### config.mk
export PLATFORM = sky130hd
export DESIGN_NAME = irig_encoder_flat
export DESIGN_NICKNAME = d
export VERILOG_FILES = /design/src/rtl/irig_if.sv /design/src/rtl/irig_encoder.sv /design/src/flat_wrapper.sv
export SDC_FILE = /design/constraint.sdc
export NUM_CORES = 1
export LEC_CHECK = 0
export CAP_MARGIN = 25
export CORE_MARGIN = 3
export CORE_UTILIZATION = 50
export CTS_CLUSTER_SIZE = 28
export DETAILED_ROUTE_END_ITERATION = 8
export GPL_TIMING_DRIVEN = 0
export PLACE_DENSITY = 0.7
export SYNTH_ARGS = -nofsm -noshare
export SYNTH_HDL_FRONTEND = slang
export SYNTH_SLANG_ARGS = --single-unit
### constraint.sdc
create_clock -name clk -period 8.4 [get_ports clk]
set_input_delay 1.68 -clock clk [delete_from_list [all_inputs] [get_ports clk]]
set_output_delay 1.68 -clock clk [all_outputs]
set_load 0.05 [all_outputs]
### src/rtl/irig_if.sv
// irig_if: time-of-day transfer channel (valid/ready) feeding the IRIG encoder shadow register.
interface irig_if;
    logic        time_valid;
    logic        time_ready;
    logic [5:0]  sec;
    logic [5:0]  min;
    logic [4:0]  hour;
    logic [8:0]  day;
    logic [6:0]  year;
    logic [16:0] sbs;

    modport master (output time_valid, sec, min, hour, day, year, sbs, input time_ready);
    modport slave  (input  time_valid, sec, min, hour, day, year, sbs, output time_ready);
endinterface

### src/rtl/irig_encoder.sv
// irig_encoder: DC-level IRIG-B pulse-width frame generator with a validated BCD shadow register.
// Define IRIG_SBS_EN to also encode straight-binary seconds on frame bits 80-88 and 90-97.
module irig_encoder #(
    parameter int unsigned CLKS_PER_MS = 10000
) (
    input  logic       clk,
    input  logic       rst,
    input  logic       enable,
    input  logic       pps_in,
    irig_if.slave      tif,
    output logic       irig_out,
    output logic       frame_start,
    output logic [6:0] bit_idx,
    output logic       busy,
    output logic       pps_err,
    output logic       missed,
    output logic       field_err
);
    localparam int unsigned     MS_W    = $clog2(CLKS_PER_MS);
    localparam logic [MS_W-1:0] MS_LAST = MS_W'(CLKS_PER_MS - 1);
    localparam logic [99:0]     MARKERS = {{9{10'b1000000000}}, 10'b1000000001};

    localparam logic [1:0] S_IDLE  = 2'd0;
    localparam logic [1:0] S_ARMED = 2'd1;
    localparam logic [1:0] S_RUN   = 2'd2;

    logic [1:0]      state, state_d;
    logic [MS_W-1:0] ms_cnt, ms_d;
    logic [3:0]      mib, mib_d;
    logic [6:0]      bit_cnt, bit_d;
    logic [99:0]     frame_q, frame_d, shadow_q, shadow_d, enc;
    logic            full_q, full_d;
    logic            accept, in_range, last_cycle, start;
    logic            irig_d, ready_d, pps_err_d, missed_d, field_err_d;
    logic [3:0]      width_d;

    assign accept     = tif.time_valid && tif.time_ready;
    assign last_cycle = (state == S_RUN) && (bit_cnt == 7'd99) && (mib == 4'd9) && (ms_cnt == MS_LAST);

`ifdef IRIG_SBS_EN
    assign in_range = (tif.sec <= 6'd59) && (tif.min <= 6'd59) && (tif.hour <= 5'd23) &&
                      (tif.day != 9'd0) && (tif.day <= 9'd366) && (tif.year <= 7'd99) &&
                      (tif.sbs <= 17'd86399);
`else
    logic sbs_unused;
    assign sbs_unused = ^tif.sbs;
    assign in_range = (tif.sec <= 6'd59) && (tif.min <= 6'd59) && (tif.hour <= 5'd23) &&
                      (tif.day != 9'd0) && (tif.day <= 9'd366) && (tif.year <= 7'd99);
`endif

    // Binary-to-BCD frame image, LSB of each digit on the lowest frame bit
    always_comb begin
        enc          = '0;
        enc[4:1]     = 4'(tif.sec % 6'd10);
        enc[8:6]     = 3'(tif.sec / 6'd10);
        enc[13:10]   = 4'(tif.min % 6'd10);
        enc[17:15]   = 3'(tif.min / 6'd10);
        enc[23:20]   = 4'(tif.hour % 5'd10);
        enc[26:25]   = 2'(tif.hour / 5'd10);
        enc[33:30]   = 4'(tif.day % 9'd10);
        enc[38:35]   = 4'((tif.day / 9'd10) % 9'd10);
        enc[41:40]   = 2'(tif.day / 9'd100);
        enc[53:50]   = 4'(tif.year % 7'd10);
        enc[58:55]   = 4'(tif.year / 7'd10);
`ifdef IRIG_SBS_EN
        enc[88:80]   = tif.sbs[8:0];
        enc[97:90]   = tif.sbs[16:9];
`endif
    end

    // Next-state, counter, shadow and output logic
    always_comb begin
        state_d     = state;
        ms_d        = ms_cnt;
        mib_d       = mib;
        bit_d       = bit_cnt;
        frame_d     = frame_q;
        shadow_d    = shadow_q;
        full_d      = full_q;
        start       = 1'b0;
        pps_err_d   = 1'b0;
        missed_d    = 1'b0;
        field_err_d = 1'b0;
        ready_d     = 1'b1;

        case (state)
            S_IDLE: if (enable) state_d = S_ARMED;
            S_ARMED: begin
                if (!enable)     state_d = S_IDLE;
                else if (pps_in) start   = 1'b1;
            end
            S_RUN: begin
                if (last_cycle) begin
                    if (pps_in && enable) start   = 1'b1;
                    else                  state_d = enable ? S_ARMED : S_IDLE;
                end else begin
                    pps_err_d = pps_in;
                    if (ms_cnt == MS_LAST) begin
                        ms_d = '0;
                        if (mib == 4'd9) begin
                            mib_d = '0;
                            bit_d = bit_cnt + 7'd1;
                        end else begin
                            mib_d = mib + 4'd1;
                        end
                    end else begin
                        ms_d = ms_cnt + MS_W'(1);
                    end
                end
            end
            default: state_d = S_IDLE;
        endcase

        if (start) begin
            state_d = S_RUN;
            if (full_q) begin
                frame_d = shadow_q;
                full_d  = 1'b0;
            end else begin
                missed_d = 1'b1;
            end
        end

        if (start || (state_d != S_RUN)) begin
            ms_d  = '0;
            mib_d = '0;
            bit_d = '0;
        end

        // A transfer arriving on a frame-start edge refills the shadow just emptied
        if (accept) begin
            ready_d = 1'b0;
            if (in_range) begin
                shadow_d = enc;
                full_d   = 1'b1;
            end else begin
                field_err_d = 1'b1;
            end
        end

        width_d = MARKERS[bit_d] ? 4'd8 : (frame_d[bit_d] ? 4'd5 : 4'd2);
        irig_d  = (state_d == S_RUN) && (mib_d < width_d);
    end

    always_ff @(posedge clk) begin
        if (rst) state <= S_IDLE;
        else     state <= state_d;
    end

    always_ff @(posedge clk) begin
        if (rst) begin
            ms_cnt         <= '0;
            mib            <= '0;
            bit_cnt        <= '0;
            frame_q        <= '0;
            shadow_q       <= '0;
            full_q         <= 1'b0;
            irig_out       <= 1'b0;
            frame_start    <= 1'b0;
            bit_idx        <= '0;
            busy           <= 1'b0;
            pps_err        <= 1'b0;
            missed         <= 1'b0;
            field_err      <= 1'b0;
            tif.time_ready <= 1'b1;
        end else begin
            ms_cnt         <= ms_d;
            mib            <= mib_d;
            bit_cnt        <= bit_d;
            frame_q        <= frame_d;
            shadow_q       <= shadow_d;
            full_q         <= full_d;
            irig_out       <= irig_d;
            frame_start    <= start;
            bit_idx        <= (state_d == S_RUN) ? bit_d : 7'd0;
            busy           <= (state_d == S_RUN);
            pps_err        <= pps_err_d;
            missed         <= missed_d;
            field_err      <= field_err_d;
            tif.time_ready <= ready_d;
        end
    end
endmodule

### src/flat_wrapper.sv
// flat-port wrapper written by rule: the top's interface ports become plain ports
module irig_encoder_flat 
#(
    parameter int unsigned CLKS_PER_MS = 10000
)
  (clk, rst, enable, pps_in, irig_out, frame_start, bit_idx, busy, pps_err, missed, field_err, tif_time_valid, tif_sec, tif_min, tif_hour, tif_day, tif_year, tif_sbs, tif_time_ready);
  irig_if tif_i ();
  input  logic clk;
  input  logic rst;
  input  logic enable;
  input  logic pps_in;
  output logic irig_out;
  output logic frame_start;
  output logic [6:0] bit_idx;
  output logic busy;
  output logic pps_err;
  output logic missed;
  output logic field_err;
  input wire logic [$bits(tif_i.time_valid)-1:0] tif_time_valid;
  input wire logic [$bits(tif_i.sec)-1:0] tif_sec;
  input wire logic [$bits(tif_i.min)-1:0] tif_min;
  input wire logic [$bits(tif_i.hour)-1:0] tif_hour;
  input wire logic [$bits(tif_i.day)-1:0] tif_day;
  input wire logic [$bits(tif_i.year)-1:0] tif_year;
  input wire logic [$bits(tif_i.sbs)-1:0] tif_sbs;
  output wire logic [$bits(tif_i.time_ready)-1:0] tif_time_ready;
  assign tif_i.time_valid = tif_time_valid;
  assign tif_i.sec = tif_sec;
  assign tif_i.min = tif_min;
  assign tif_i.hour = tif_hour;
  assign tif_i.day = tif_day;
  assign tif_i.year = tif_year;
  assign tif_i.sbs = tif_sbs;
  assign tif_time_ready = tif_i.time_ready;
  irig_encoder #(.CLKS_PER_MS(CLKS_PER_MS)) u_core (.clk(clk), .rst(rst), .enable(enable), .pps_in(pps_in), .tif(tif_i), .irig_out(irig_out), .frame_start(frame_start), .bit_idx(bit_idx), .busy(busy), .pps_err(pps_err), .missed(missed), .field_err(field_err));
endmodule
==> results.toml <==
[run_status]
status = "finished, final reports clean"

[drt]
dr.pass1.iters = 5
dr.first_iter.drc_count = 812
drc = 0
ant_nets = 0
drt-total-wl_mm = 26.9
vias = 9105
wl_per_cell_um = 17.2
viasPerCell = 5.81

[placed_design]
gp_congestion = 0.974
port_buffers = 42
dpl.hpwl_mm = 19.3
dp_slack_ps = 363
placed_cell_area_sq_um = 10500

[synth]
async_reset_ff_frac = 0
yosysSeqAreaShare = 0.371
synth_top_area_frac = 0.371
yosysUniqueCellTypes = 80
synth_area_sq_um = 9720
synth_flop_cell = "dfxtp_1"
synth_edf_count = 0
synth.avg_cell_area_sq_um = 7.90
postSynthCellCount = 1231
syn-num-nets = 1312
synth-seq-cells = 180
synth_warnings = 0
ys_top_cells_by_area = "dfxtp_1 37%, nor2_1 5.9%, a21oi_1 5.2%, nand2_1 5.1%, and2_1 4.5%"
yosysMostFrequentCell = "dfxtp_1"
ys_top_cells_by_count = "180 x dfxtp_1, 152 x nor2_1, 132 x nand2_1"
yosysTopAreaCell = "dfxtp_1"

[cells_and_area]
diodes = 0
finalNetCount = 1374
syn_to_final_growth_pct = 14.6
drive_gt1_frac = 0.0452
nFillCells = 1818
final_cell_area_sq_um = 11100
final_core_util = 0.589

[die]
die_y_um = 145
start_util = 0.515
placementRows = 50
core_area_sq_um = 18900
die-width_um = 145
die-area_sq_um = 21100
ios = 69

[sta]
fmax_ghz = 0.130
drv_slew = 0
final_hold_viol_count = 0
fin_crit_sh = 0.917
finalCriticalPeriod_ps = 7700
tightest_slew_ps = 946
rsz0062_at_grt = "false"
setup-tns-final_ps = 0
fin_skew_ps = 11.6
setup_viol = 0
fin_ws_ps = 699
max-slew-margin-rel = 0.351

[clock_tree]
clock_path_buffers = 2
clkTransAtPathRegs_ps = 70
clk_latency_ps = 440
cts-resized-gates = 0
cts_sinks = 180
cts_tree = "built"
h-tree-depth = 4
cts_setup_buffers = 0
hold_buffers = 0
clockRootBuffer = "clkbuf_16"
cts_made_buffers = 17

[critical_path]
cp.required_ps = 8700
critPathMaxStageDelay_ps = 580
reg2reg_slack_ps = 2680
crit_family = "compound AO/OA/AOI/OAI gates"
rr_startpoint = "u_core.ms_cnt[0]"
critPathSlowestCell = "clkdlybuf4s50_1"
reg2reg_depth = 17
arrival_ps = 8010
critPathCaptureType = "flop"
r2r-end = "u_core.irig_out"
crit_path_start_kind = "input port"
critPathBufInv = 3
path_class = "in -> reg"
cp_max_fo = 10
startpoint = "tif_day[8]"

[pwr]
powerDensity_nw_per_um2 = 182
cellLeakagePower_nw = 4.11
ir_worst_vdd_mv = 0.102

[min_path]
hold_end = "u_core.frame_q[77]"
worstHoldStart = "u_core.frame_q[77]"
hold_path_depth = 2
hold_class = "reg -> reg"

[global_route]
grt_antenna_before_repair = 0
grt_pass1_vias = 8365
grt_max_degree = 18
grt-ovfl-total = 0
grt_use_total = 0.250
grt_pass1_wl_mm = 43.7

[flow_run]
max_cap_viol_count = 0
## worst max path at each step
stage                           to  cells past startpoint
6_report       u_core.shadow_q[38]                     26
5_1_grt        u_core.shadow_q[36]                     28
4_1_cts        u_core.shadow_q[38]                     26
3_5_place_dp   u_core.shadow_q[38]                     26
3_3_place_gp   u_core.shadow_q[38]                     26
2_1_floorplan  u_core.shadow_q[38]                     26
## final cells by class
| class | instances | area, sq um | area share |
|---|---|---|---|
| Multi-Input combinational cell | 934 | 5670 | 0.509 |
| Sequential cell | 180 | 3600 | 0.324 |
| Clock buffer | 18 | 429 | 0.0385 |
| Timing Repair Buffer | 43 | 425 | 0.0382 |
| Tap cell | 260 | 325 | 0.0292 |
| Buffer | 80 | 313 | 0.0281 |
| Clock inverter | 14 | 235 | 0.0211 |
| Inverter | 37 | 139 | 0.0125 |
## cell usage in the layout (no fill, tap or decap), types with 9 or more instances in the layout
cell / count
mux2i_1: 32
dfxtp_1: 180
inv_1: 37
nand4_1: 15
nand2b_1: 11
nor2b_1: 13
xnor2_1: 21
a211oi_1: 22
nor2_1: 152
nand2_1: 132
a21oi_1: 101
a31oi_1: 11
clkbuf_1: 73
clkdlybuf4s50_1: 42
or3_1: 10
ha_1: 26
and2_1: 70
and3_1: 9
nor3_1: 40
xor2_1: 21
clkbuf_16: 17
o211ai_1: 17
o21ai_0: 44
nand3_1: 31
## where the power goes
| part | switching [mW] | internal, mW | leakage [nW] | total, mW |
|---|---|---|---|---|
| logic | 0.148 | 0.0960 | 2.33 | 0.244 |
| clock network | 0.364 | 0.540 | 0.328 | 0.904 |
| registers | 0.00986 | 0.867 | 1.45 | 0.877 |
| total | 0.522 | 1.50 | 4.11 | 2.02 |
## worst min-delay path, stage by stage, from the launching register on
cell	delay, ps
dfxtp_1	300
inv_1	60
nor3_1	50
## metal layers
| metal | wire length [um] | global-route usage | vias up |
|---|---|---|---|
| met4 | 670 | 0.0831 | 0 |
| met5 | 0 | 0 | - |
| li1 | - | - | 4496 |
| met2 | 11800 | 0.387 | 332 |
| met1 | 12600 | 0.352 | 4227 |
| met3 | 1760 | 0.0464 | 50 |
## flip-flops by register name, indices dropped and copies added (netlist names)
| name | cells |
|---|---|
| u_core.pps_err | 1 |
| u_core.frame_q | 100 |
| u_core.full_q | 1 |
| u_core.state | 2 |
| u_core.tif.time_ready | 1 |
| u_core.busy | 1 |
| u_core.bit_idx | 7 |
| u_core.field_err | 1 |
| u_core.mib | 4 |
| u_core.bit_cnt | 7 |
| u_core.frame_start | 1 |
| u_core.irig_out | 1 |
| u_core.shadow_q | 38 |
| u_core.missed | 1 |
| u_core.ms_cnt | 14 |
## metrics by stage
step           cells  hold WS (ps)  power, mW
2_1_floorplan   1231           420       1.07
3_3_place_gp    1533           436       1.13
3_5_place_dp    1534           439       1.14
4_1_cts         1566           449       2.03
5_1_grt         1566           469       2.10
6_report        1566           446       2.02
## logic make-up (layout without fill, tap and decap cells)
kind of cell | count (synthesis) | after routing | synth area share
muxes | 37 | 37 | 0.0387
xor gates and xnor gates | 42 | 42 | 0.0378
buffers and inverters | 117 | 192 | 0.0465
AOI/OAI and AO/OA | 309 | 309 | 0.213
DFF | 180 | 180 | 0.371
adders and majority gates | 28 | 28 | 0.0355
and+or+nand+nor | 518 | 518 | 0.258
Note: power is estimated with default switching activity, not from simulation.
